==> config.mk <==
export PLATFORM = sky130hd
export DESIGN_NAME = rom_page_loader
export DESIGN_NICKNAME = d
export VERILOG_FILES = /design/src/rtl/rom_loader_pkg.sv /design/src/rtl/sync_fifo.sv /design/src/rtl/rom_page_loader.sv
export SDC_FILE = /design/constraint.sdc
export NUM_CORES = 1
export LEC_CHECK = 0
export CORE_MARGIN = 4
export CORE_UTILIZATION = 35
export DETAILED_ROUTE_END_ITERATION = 6
export GPL_ROUTABILITY_DRIVEN = 1
export PLACE_DENSITY = 0.67
export SLEW_MARGIN = 40
export SYNTH_ARGS = -nofsm -noshare
export SYNTH_HDL_FRONTEND = slang
export SYNTH_SLANG_ARGS = --single-unit
==> constraint.sdc <==
create_clock -name clk_sys -period 2.7 [get_ports clk_sys]
set_clock_uncertainty 0.2 [all_clocks]
set_input_delay 0.27 -clock clk_sys [delete_from_list [all_inputs] [get_ports clk_sys]]
set_output_delay 0.27 -clock clk_sys [all_outputs]
set_load 0.03 [all_outputs]
==> src/rtl/rom_loader_pkg.sv <==
// Shared types for the ROM page loader: FIFO entry layout, write-engine states
// and the default page map for the CPC image layout.
package rom_loader_pkg;

  localparam int LD_ADDR_W = 23;
  localparam int LD_BANK_W = 1;
  localparam int LD_MAP_W  = 9;
  localparam int LD_PAGES  = 3;

  // Entry fields are sized for the default SDRAM geometry.
  typedef struct packed {
    logic [LD_ADDR_W-1:0] addr;
    logic [LD_BANK_W-1:0] bank;
    logic [7:0]           data;
  } rom_entry_t;

  typedef enum logic {
    ENG_IDLE  = 1'b0,
    ENG_WRITE = 1'b1
  } eng_state_t;

  function automatic logic [LD_PAGES*LD_MAP_W-1:0] default_page_map();
    return {9'h107, 9'h100, 9'h000};
  endfunction

endpackage

==> src/rtl/sync_fifo.sv <==
// Single-clock FIFO with registered occupancy count; DEPTH must be a power of two.
module sync_fifo #(
  parameter int WIDTH = 8,
  parameter int DEPTH = 4
) (
  input  logic                   clk_i,
  input  logic                   reset_i,
  input  logic                   push_i,
  input  logic                   pop_i,
  input  logic [WIDTH-1:0]       wdata_i,
  output logic [WIDTH-1:0]       rdata_o,
  output logic                   full_o,
  output logic                   empty_o,
  output logic [$clog2(DEPTH):0] count_o
);

  localparam int PTR_W = $clog2(DEPTH);
  localparam int CNT_W = PTR_W + 1;

  logic [WIDTH-1:0] mem_q [DEPTH];
  logic [PTR_W-1:0] wr_ptr_q, rd_ptr_q;
  logic [CNT_W-1:0] count_q;
  logic             do_push, do_pop;

  assign full_o  = (count_q == CNT_W'(DEPTH));
  assign empty_o = (count_q == '0);
  assign count_o = count_q;
  assign rdata_o = mem_q[rd_ptr_q];
  assign do_push = push_i & ~full_o;
  assign do_pop  = pop_i & ~empty_o;

  always_ff @(posedge clk_i) begin
    if (do_push) mem_q[wr_ptr_q] <= wdata_i;
  end

  always_ff @(posedge clk_i) begin
    if (reset_i) begin
      wr_ptr_q <= '0;
      rd_ptr_q <= '0;
      count_q  <= '0;
    end else begin
      if (do_push) wr_ptr_q <= wr_ptr_q + 1'b1;
      if (do_pop)  rd_ptr_q <= rd_ptr_q + 1'b1;
      case ({do_push, do_pop})
        2'b10:   count_q <= count_q + 1'b1;
        2'b01:   count_q <= count_q - 1'b1;
        default: count_q <= count_q;
      endcase
    end
  end

endmodule

==> src/rtl/rom_page_loader.sv <==
// Maps the hps_io ROM byte stream onto SDRAM pages/banks and writes it through
// a small FIFO, one byte per two ce_ref periods.
module rom_page_loader
  import rom_loader_pkg::*;
#(
  parameter int ADDR_W         = LD_ADDR_W,
  parameter int PAGE_W         = 14,
  parameter int PAGES_PER_BANK = LD_PAGES,
  parameter int NUM_BANKS      = 2,
  parameter int BANK_W         = LD_BANK_W,
  parameter logic [PAGES_PER_BANK*(ADDR_W-PAGE_W)-1:0] PAGE_MAP = default_page_map(),
  parameter int DEPTH          = 4
) (
  input  logic                                clk_sys,
  input  logic                                reset,
  input  logic                                ce_ref,
  input  logic                                dl_active,
  input  logic                                ioctl_wr,
  input  logic [24:0]                         ioctl_addr,
  input  logic [7:0]                          ioctl_dout,
  output logic                                ioctl_wait,
  output logic                                mem_we,
  output logic [ADDR_W-1:0]                   mem_addr,
  output logic [BANK_W-1:0]                   mem_bank,
  output logic [7:0]                          mem_din,
  output logic                                busy,
  output logic                                done,
  output logic                                overflow,
  output logic [NUM_BANKS*PAGES_PER_BANK-1:0] page_mask,
  output eng_state_t                          dbg_state
);

  localparam int MAP_W  = ADDR_W - PAGE_W;
  localparam int P_W    = 25 - PAGE_W;
  localparam int NPAGES = NUM_BANKS * PAGES_PER_BANK;
  localparam int CNT_W  = $clog2(DEPTH) + 1;
  localparam int ENT_W  = $bits(rom_entry_t);

  logic [P_W-1:0]    page;
  logic [NPAGES-1:0] page_hit;
  logic [BANK_W-1:0] dec_bank;
  logic [MAP_W-1:0]  dec_base;
  logic              in_range;

  // Constant compare chain stands in for page / PAGES_PER_BANK and page % PAGES_PER_BANK.
  always_comb begin
    page     = ioctl_addr[24:PAGE_W];
    page_hit = '0;
    dec_bank = '0;
    dec_base = '0;
    in_range = 1'b0;
    for (int b = 0; b < NUM_BANKS; b++) begin
      for (int s = 0; s < PAGES_PER_BANK; s++) begin
        if (page == P_W'(b * PAGES_PER_BANK + s)) begin
          page_hit[b*PAGES_PER_BANK+s] = 1'b1;
          dec_bank = BANK_W'(b);
          dec_base = PAGE_MAP[s*MAP_W +: MAP_W];
          in_range = 1'b1;
        end
      end
    end
  end

  rom_entry_t       push_entry, head;
  logic [ENT_W-1:0] fifo_rdata;
  logic             fifo_full, fifo_empty;
  logic [CNT_W-1:0] fifo_count, count_nxt;
  logic             wr_req, push_ok, pop_req;
  eng_state_t       state_q;

  always_comb begin
    push_entry.addr = LD_ADDR_W'({dec_base, ioctl_addr[PAGE_W-1:0]});
    push_entry.bank = LD_BANK_W'(dec_bank);
    push_entry.data = ioctl_dout;
  end

  assign head    = rom_entry_t'(fifo_rdata);
  assign wr_req  = dl_active & ioctl_wr & in_range;
  assign push_ok = wr_req & ~fifo_full;
  assign pop_req = (state_q == ENG_WRITE) & ce_ref;
  assign count_nxt = fifo_count + CNT_W'(push_ok) - CNT_W'(pop_req);

  sync_fifo #(
    .WIDTH (ENT_W),
    .DEPTH (DEPTH)
  ) u_fifo (
    .clk_i   (clk_sys),
    .reset_i (reset),
    .push_i  (push_ok),
    .pop_i   (pop_req),
    .wdata_i (push_entry),
    .rdata_o (fifo_rdata),
    .full_o  (fifo_full),
    .empty_o (fifo_empty),
    .count_o (fifo_count)
  );

  logic              mem_we_q;
  logic [ADDR_W-1:0] mem_addr_q;
  logic [BANK_W-1:0] mem_bank_q;
  logic [7:0]        mem_din_q;

  // The head stays in the FIFO until the write period ends, so a reset drops it too.
  always_ff @(posedge clk_sys) begin
    if (reset) begin
      state_q    <= ENG_IDLE;
      mem_we_q   <= 1'b0;
      mem_addr_q <= '0;
      mem_bank_q <= '0;
      mem_din_q  <= '0;
    end else begin
      case (state_q)
        ENG_IDLE: begin
          if (ce_ref && !fifo_empty) begin
            mem_we_q   <= 1'b1;
            mem_addr_q <= ADDR_W'(head.addr);
            mem_bank_q <= BANK_W'(head.bank);
            mem_din_q  <= head.data;
            state_q    <= ENG_WRITE;
          end
        end
        ENG_WRITE: begin
          if (ce_ref) begin
            mem_we_q <= 1'b0;
            state_q  <= ENG_IDLE;
          end
        end
        default: state_q <= ENG_IDLE;
      endcase
    end
  end

  logic              dl_q, pend_q, done_q, ovf_q, wait_q;
  logic              pend_d, done_d, ovf_d, wait_d, pend_now, dl_rise, dl_fall;
  logic [NPAGES-1:0] mask_q, mask_d;

  always_comb begin
    dl_rise  = dl_active & ~dl_q;
    dl_fall  = ~dl_active & dl_q;
    pend_now = (pend_q | dl_fall) & ~dl_rise;
    done_d   = pend_now & ~dl_active & fifo_empty & (state_q == ENG_IDLE);
    pend_d   = pend_now & ~done_d;
    mask_d   = (dl_rise ? '0 : mask_q) | (push_ok ? page_hit : '0);
    ovf_d    = (ovf_q & ~dl_rise) | (wr_req & fifo_full);
    wait_d   = (count_nxt == CNT_W'(DEPTH));
  end

  always_ff @(posedge clk_sys) begin
    if (reset) begin
      dl_q   <= 1'b0;
      pend_q <= 1'b0;
      done_q <= 1'b0;
      ovf_q  <= 1'b0;
      wait_q <= 1'b0;
      mask_q <= '0;
    end else begin
      dl_q   <= dl_active;
      pend_q <= pend_d;
      done_q <= done_d;
      ovf_q  <= ovf_d;
      wait_q <= wait_d;
      mask_q <= mask_d;
    end
  end

  assign ioctl_wait = wait_q;
  assign mem_we     = mem_we_q;
  assign mem_addr   = mem_addr_q;
  assign mem_bank   = mem_bank_q;
  assign mem_din    = mem_din_q;
  assign busy       = dl_active | ~fifo_empty | (state_q != ENG_IDLE);
  assign done       = done_q;
  assign overflow   = ovf_q;
  assign page_mask  = mask_q;
  assign dbg_state  = state_q;

endmodule

==> results.json, run 1 <==
{
  "areaGrowthSynthToFinish_pct": 30.0,
  "synthSimpleGateAreaFrac_pct": 5.28,
  "fin_area_sq_mm": 0.00715,
  "crit_required_ps": 2840,
  "track_usage_pct": 12.3,
  "critPathLaunchType": "flip-flop",
  "maxCapViolations": 0,
  "layout_min_cycle_time_ps": 2490,
  "worstMarginPinSlew_ps": 549,
  "startpoint": "u_fifo.count_o[0]$_SDFFE_PP0P_",
  "cp-end-kind": "flip-flop",
  "ant_nets": 0,
  "clock.fmax_ghz": 0.402,
  "die_width_um": 133,
  "ff2ff_path_depth": 9,
  "grt_max_degree": 26,
  "place_hpwl_um": 6800,
  "rsz0062_at_grt": "false",
  "synthCells": 311,
  "power_frac_comb_pct": 2.6,
  "start_util_pct": 35.9,
  "path_max_fanout": 6,
  "holdCritStartpoint": "mem_din[6]$_SDFFE_PP0P_",
  "wl_per_cell_um": 16.5,
  "rows": 45,
  "nets": 456,
  "period_share_pct": 92.1,
  "p_seq_share_pct": 51.2,
  "via_per_inst": 4.77,
  "synth-seq-cells": 145,
  "reg2reg_from": "u_fifo.count_o[0]$_SDFFE_PP0P_",
  "grt_pass1_wl_um": 16800,
  "grt_pass1_vias": 3155,
  "cts_buffers": 17,
  "arrival_ps": 2630,
  "dieArea_sq_mm": 0.0178,
  "yosys.area_share.adder_pct": 2.32,
  "synth_cell_type_count": 39,
  "relSlewSlack_pct": 63.4,
  "layout-drive-gt1-share_pct": 19.9,
  "diodes": 0,
  "synth_top_family_by_area": "multiplexers",
  "vdd_drop_max_mv": 0.314,
  "p_sw_share_pct": 21.6,
  "synth-compound-area-share_pct": 6.26,
  "clockBufferDepth": 2,
  "vias": 3018,
  "cts_tree": "done",
  "status": "finished, final reports clean",
  "synth_xor_area_share_pct": 0.955,
  "slew_viol_final": 0,
  "p_sw_w": 0.00100,
  "path_class": "reg2reg",
  "intPower_w": 0.00363,
  "post_cts_buffers": 0,
  "final_common_cell": "edfxtp_1",
  "drc": 0,
  "muxShareOfSynthArea_pct": 10.8,
  "clk_pin_slew_ps": 70,
  "post-place-ws_ps": -220,
  "setup_ws_ps": 214,
  "hold_violations": 0,
  "dpl_cell_area_sq_mm": 0.00660,
  "antenna_found_initial": 0,
  "min_path_type": "reg2reg",
  "grt-ovfl-total": 0,
  "gp_congestion": 0.722,
  "io_pins": 82,
  "mostFrequentLayoutCells": "edfxtp_1 (100), clkdlybuf4s50_1 (75), dfxtp_1 (44)",
  "async_flop_share_pct": 0,
  "drtIter0Drc": 128,
  "setup_tns_ps": 0,
  "holdPathStages": 1,
  "power.density_mw_per_mm2": 648,
  "setup_viol": 0,
  "synth_warnings": 0,
  "cts.sinks": 145,
  "clockRootBuffer": "clkbuf_16",
  "clock_latency_ps": 410,
  "avgSynthCellArea_sq_um": 17.7,
  "core_sq_mm": 0.0153,
  "fill_cells": 1346,
  "fin_util_pct": 46.7,
  "finalWirelength_um": 10400,
  "firstDrtPassIters": 4,
  "die_y_um": 133,
  "place.port_buffers": 76,
  "syn_area_sq_mm": 0.00550,
  "htree_levels": 4,
  "yosysSeqAreaShare_pct": 71.0,
  "synth_edf_count": 100,
  "pwr-share-clk_pct": 46.2,
  "p_leak_nw": 2.41,
  "synth_ff_type": "edfxtp_1"
}
[layout make-up]
| type | count | area (sq um) | share of cell area [%] |
|---|---|---|---|
| tap | 211 | 264 | 3.69 |
| multi-input combinational | 140 | 1430 | 20.0 |
| timing repair buffer | 97 | 967 | 13.5 |
| clock inverter | 15 | 126 | 1.77 |
| inverter | 8 | 30.0 | 0.420 |
| sequential | 145 | 3910 | 54.6 |
| clock buffer | 17 | 425 | 5.95 |
[synthesized netlist by cell type (4+ instances only)]
cell type	count	area share, %
xnor2_1	4	0.64
mux4_2	25	10
inv_1	8	0.55
nand2_1	6	0.41
a21oi_1	8	0.73
a22o_1	31	4.9
buf_6	4	0.82
dfxtp_1	45	16
buf_4	10	1.4
ha_1	7	1.6
edfxtp_1	100	55
nand2b_1	4	0.45
nor2_1	12	0.82
and2_1	7	0.80
[worst max-delay path, stage by stage (launching register included)]
cell	delay, ps
dfxtp_1	460
nor2_1	90
and2_1	200
nor3_4	180
inv_1	70
ha_1	230
fa_1	390
xnor2_1	140
or3_1	300
a21oi_1	150
[sequential cells by signal (all words and copies together) (netlist names)]
signal,flops
dbg_state,1
dl_q,1
done,1
ioctl_wait,1
mem_addr,16
mem_bank,1
mem_din,8
mem_we,1
overflow,1
page_mask,6
pend_q,1
u_fifo.count_o,3
u_fifo.mem_q,100
u_fifo.rd_ptr_q,2
u_fifo.wr_ptr_q,2
[stage by stage]
step | hold WS, ps | power, W | instances
finish | 275 | 0.00463 | 633
global route | 288 | 0.00480 | 633
CTS | 277 | 0.00468 | 633
detailed placement | 265 | 0.00254 | 601
global placement | 260 | 0.00254 | 601
floorplan | 169 | 0.00246 | 315
[routing by layer]
layer,track usage (%),wire length [um]
met4,5.09,172
met5,0,0
met1,15.0,4340
met3,4.31,788
met2,20.1,5150
[power by group through the flow]
stage | combinational, W | clock, W | sequential (W)
final | 0.000121 | 0.00214 | 0.00237
after global routing | 0.000130 | 0.00230 | 0.00237
after CTS | 0.000122 | 0.00219 | 0.00237
after detailed placement | 0.000122 | 0 | 0.00242
after global placement | 0.000119 | 0 | 0.00242
after floorplan | 0.0000445 | 0 | 0.00242
[kinds of logic after synthesis]
kind of cell | after synthesis
DFF | 145
and+or+nand+nor | 49
xor gates and xnor gates | 6
adders and majority gates | 9
muxes | 28
buffers and inverters | 30
other | 1
AOI/OAI and AO/OA | 43
[path summary, 6_finish.rpt]
path	to	slack, ps
worst min register to register	mem_din[6]$_SDFFE_PP0P_	270
worst max-delay path	u_fifo.count_o[2]$_SDFFE_PP0P_	210
worst min-delay path	mem_din[6]$_SDFFE_PP0P_	270
worst max register to register	u_fifo.count_o[2]$_SDFFE_PP0P_	210
[repair_timing]
item | CTS | global route
endpoints found under the setup margin | 1 | 0
hold buffers | 0 | 0
resized for setup | 1 | 0
Note: power is estimated with default switching activity, not from simulation.
==> run 2: changes to the inputs <==
--- a/config.mk
+++ b/config.mk
@@ -5,8 +5,10 @@
 export SDC_FILE = /design/constraint.sdc
 export NUM_CORES = 1
 export LEC_CHECK = 0
-export CORE_MARGIN = 4
+export CAP_MARGIN = 30
+export CORE_MARGIN = 10
 export CORE_UTILIZATION = 35
+export CTS_CLUSTER_SIZE = 16
 export DETAILED_ROUTE_END_ITERATION = 6
 export GPL_ROUTABILITY_DRIVEN = 1
 export PLACE_DENSITY = 0.67
==> results.json, run 2 (synthesis results as in run 1) <==
{
  "vdd_drop_max_mv": 0.479,
  "holdPathStages": 1,
  "regMostFlops": "u_fifo.mem_q",
  "diodes": 0,
  "layout_min_cycle_time_ps": 2450,
  "power.density_mw_per_mm2": 672,
  "use_met2_pct": 16.9,
  "mostFrequentLayoutCells": "edfxtp_1 (100), clkdlybuf4s50_1 (75), dfxtp_1 (44)",
  "htree_levels": 4,
  "nets": 456,
  "stdcell_count": 633,
  "reg2reg_from": "u_fifo.count_o[0]$_SDFFE_PP0P_",
  "holdPathEnd": "mem_din[7]$_SDFFE_PP0P_",
  "die_width_um": 145,
  "setup_ws_ps": 254,
  "cts_buffers": 17,
  "wl_per_cell_um": 17.0,
  "cts.sinks": 145,
  "p_leak_nw": 2.42,
  "ant_nets": 0,
  "relSlewSlack_pct": 61.8,
  "cp-end-kind": "flip-flop",
  "die_y_um": 145,
  "grt_max_degree": 26,
  "drc": 0,
  "fin_util_pct": 47.0,
  "rsz0062_at_grt": "false",
  "grt_pass1_vias": 3190,
  "track_usage_pct": 10.5,
  "io_pins": 82,
  "path_class": "reg2reg",
  "vias": 2987,
  "arrival_ps": 2580,
  "clockBufferDepth": 2,
  "path_max_fanout": 6,
  "start_util_pct": 35.9,
  "place_inst": 601,
  "dieArea_sq_mm": 0.0211,
  "grt-ovfl-total": 0,
  "layout-drive-gt1-share_pct": 20.1,
  "clock_latency_ps": 400,
  "place_hpwl_um": 7350,
  "maxCapViolations": 0,
  "ff2ff_path_depth": 9,
  "rows": 45,
  "ctsHoldBuffers": 0,
  "crit_slowest_cell": "dfxtp_1",
  "antenna_found_initial": 1,
  "critPathLaunchType": "flip-flop",
  "clock.fmax_ghz": 0.409,
  "path_cells": "nor2_1 > and2_1 > nor3_4 > inv_1 > ha_1 > fa_1 > xnor2_1 > or3_1 > a21oi_1",
  "slowest_delay_ps": 460,
  "crit_required_ps": 2840,
  "use_met3_pct": 4.13,
  "grt_use_met1_pct": 12.7,
  "setup_viol": 0,
  "core_sq_mm": 0.0153,
  "min_path_type": "reg2reg",
  "hold_violations": 0,
  "period_share_pct": 90.6,
  "reg2reg_to": "u_fifo.count_o[2]$_SDFFE_PP0P_",
  "via_per_inst": 4.72,
  "post-place-ws_ps": -154,
  "clk_pin_slew_ps": 60,
  "areaGrowthSynthToFinish_pct": 30.8,
  "gp_congestion": 0.720,
  "final_common_cell": "edfxtp_1",
  "slew_viol_final": 0,
  "place.port_buffers": 76,
  "status": "finished, final reports clean",
  "clockRootBuffer": "clkbuf_16",
  "cts_tree": "done",
  "holdCritStartpoint": "mem_din[7]$_SDFFE_PP0P_",
  "worstMarginPinSlew_ps": 572,
  "largest_reg_flops": 100,
  "drtIter0Drc": 159,
  "grt_pass1_wl_um": 17600,
  "finalWirelength_um": 10800,
  "top_usage_layer": "met2",
  "firstDrtPassIters": 4,
  "rrSetupSlack_ps": 250,
  "p_total_w": 0.00484,
  "setup_tns_ps": 0
}
[run 2: cell count changes in the layout (fill, tap and decap cells not counted)]
| cell | previous run | this run |
|---|---|---|
| clkinvlp_4 | 3 | 5 |
| bufinv_16 | 0 | 3 |
| and2b_2 | 0 | 1 |
| inv_6 | 4 | 3 |
| buf_12 | 4 | 3 |
| clkinv_2 | 1 | 0 |
| inv_8 | 3 | 0 |
| buf_4 | 17 | 18 |
| and2b_1 | 1 | 0 |
[run 2: metrics by stage]
stage | hold slack (ps) | area, sq um
after global placement | 260 | 6590
after detailed placement | 266 | 6590
after floorplan | 169 | 5520
final | 279 | 7190
after global routing | 293 | 7190
after CTS | 280 | 7190
[run 2: how the worst max path moves through the flow]
stage / start / to / cells past startpoint
2_1_floorplan: u_fifo.count_o[1]$_SDFFE_PP0P_ / u_fifo.count_o[2]$_SDFFE_PP0P_ / 10
3_3_place_gp: ioctl_addr[17] / u_fifo.count_o[2]$_SDFFE_PP0P_ / 10
3_5_place_dp: ioctl_addr[20] / u_fifo.count_o[2]$_SDFFE_PP0P_ / 10
4_1_cts: u_fifo.count_o[1]$_SDFFE_PP0P_ / busy / 4
5_1_grt: ioctl_addr[17] / u_fifo.count_o[2]$_SDFFE_PP0P_ / 10
6_report: u_fifo.count_o[0]$_SDFFE_PP0P_ / u_fifo.count_o[2]$_SDFFE_PP0P_ / 9
[run 2: metal layers]
layer	part of all wire, %	vias to the layer above	routed length (um)
met4	0.63	2	68
met3	6.3	8	679
met2	50	64	5390
met5	0.11	-	12
met1	43	1508	4600
li1	-	1405	-
[run 2: cell type report]
cell class | count | area [sq um]
fill | 1297 | 8120
sequential | 145 | 3910
multi-input combinational | 140 | 1430
timing repair buffer | 97 | 955
clock buffer | 17 | 425
tap | 211 | 264
clock inverter | 15 | 184
inverter | 8 | 30.0
[run 2: timing repair]
action	CTS	global route
setup buffers	0	0
endpoints found under the setup margin	1	0
gates resized for setup	1	0
[run 2: power breakdown]
part	switching, W	internal, W
sequential	0.000000936	0.00237
clock	0.000885	0.00146
combinational	0.0000593	0.0000610
total	0.000945	0.00389
[run 2: critical path, delay by kind of cell (launching register included)]
kind            cells  cell delay (ps)
compound gates      1              150
buf+inv             1               60
fa+ha+maj           2              600
flops               1              460
xor+xnor            1              140
simple gates        4              770
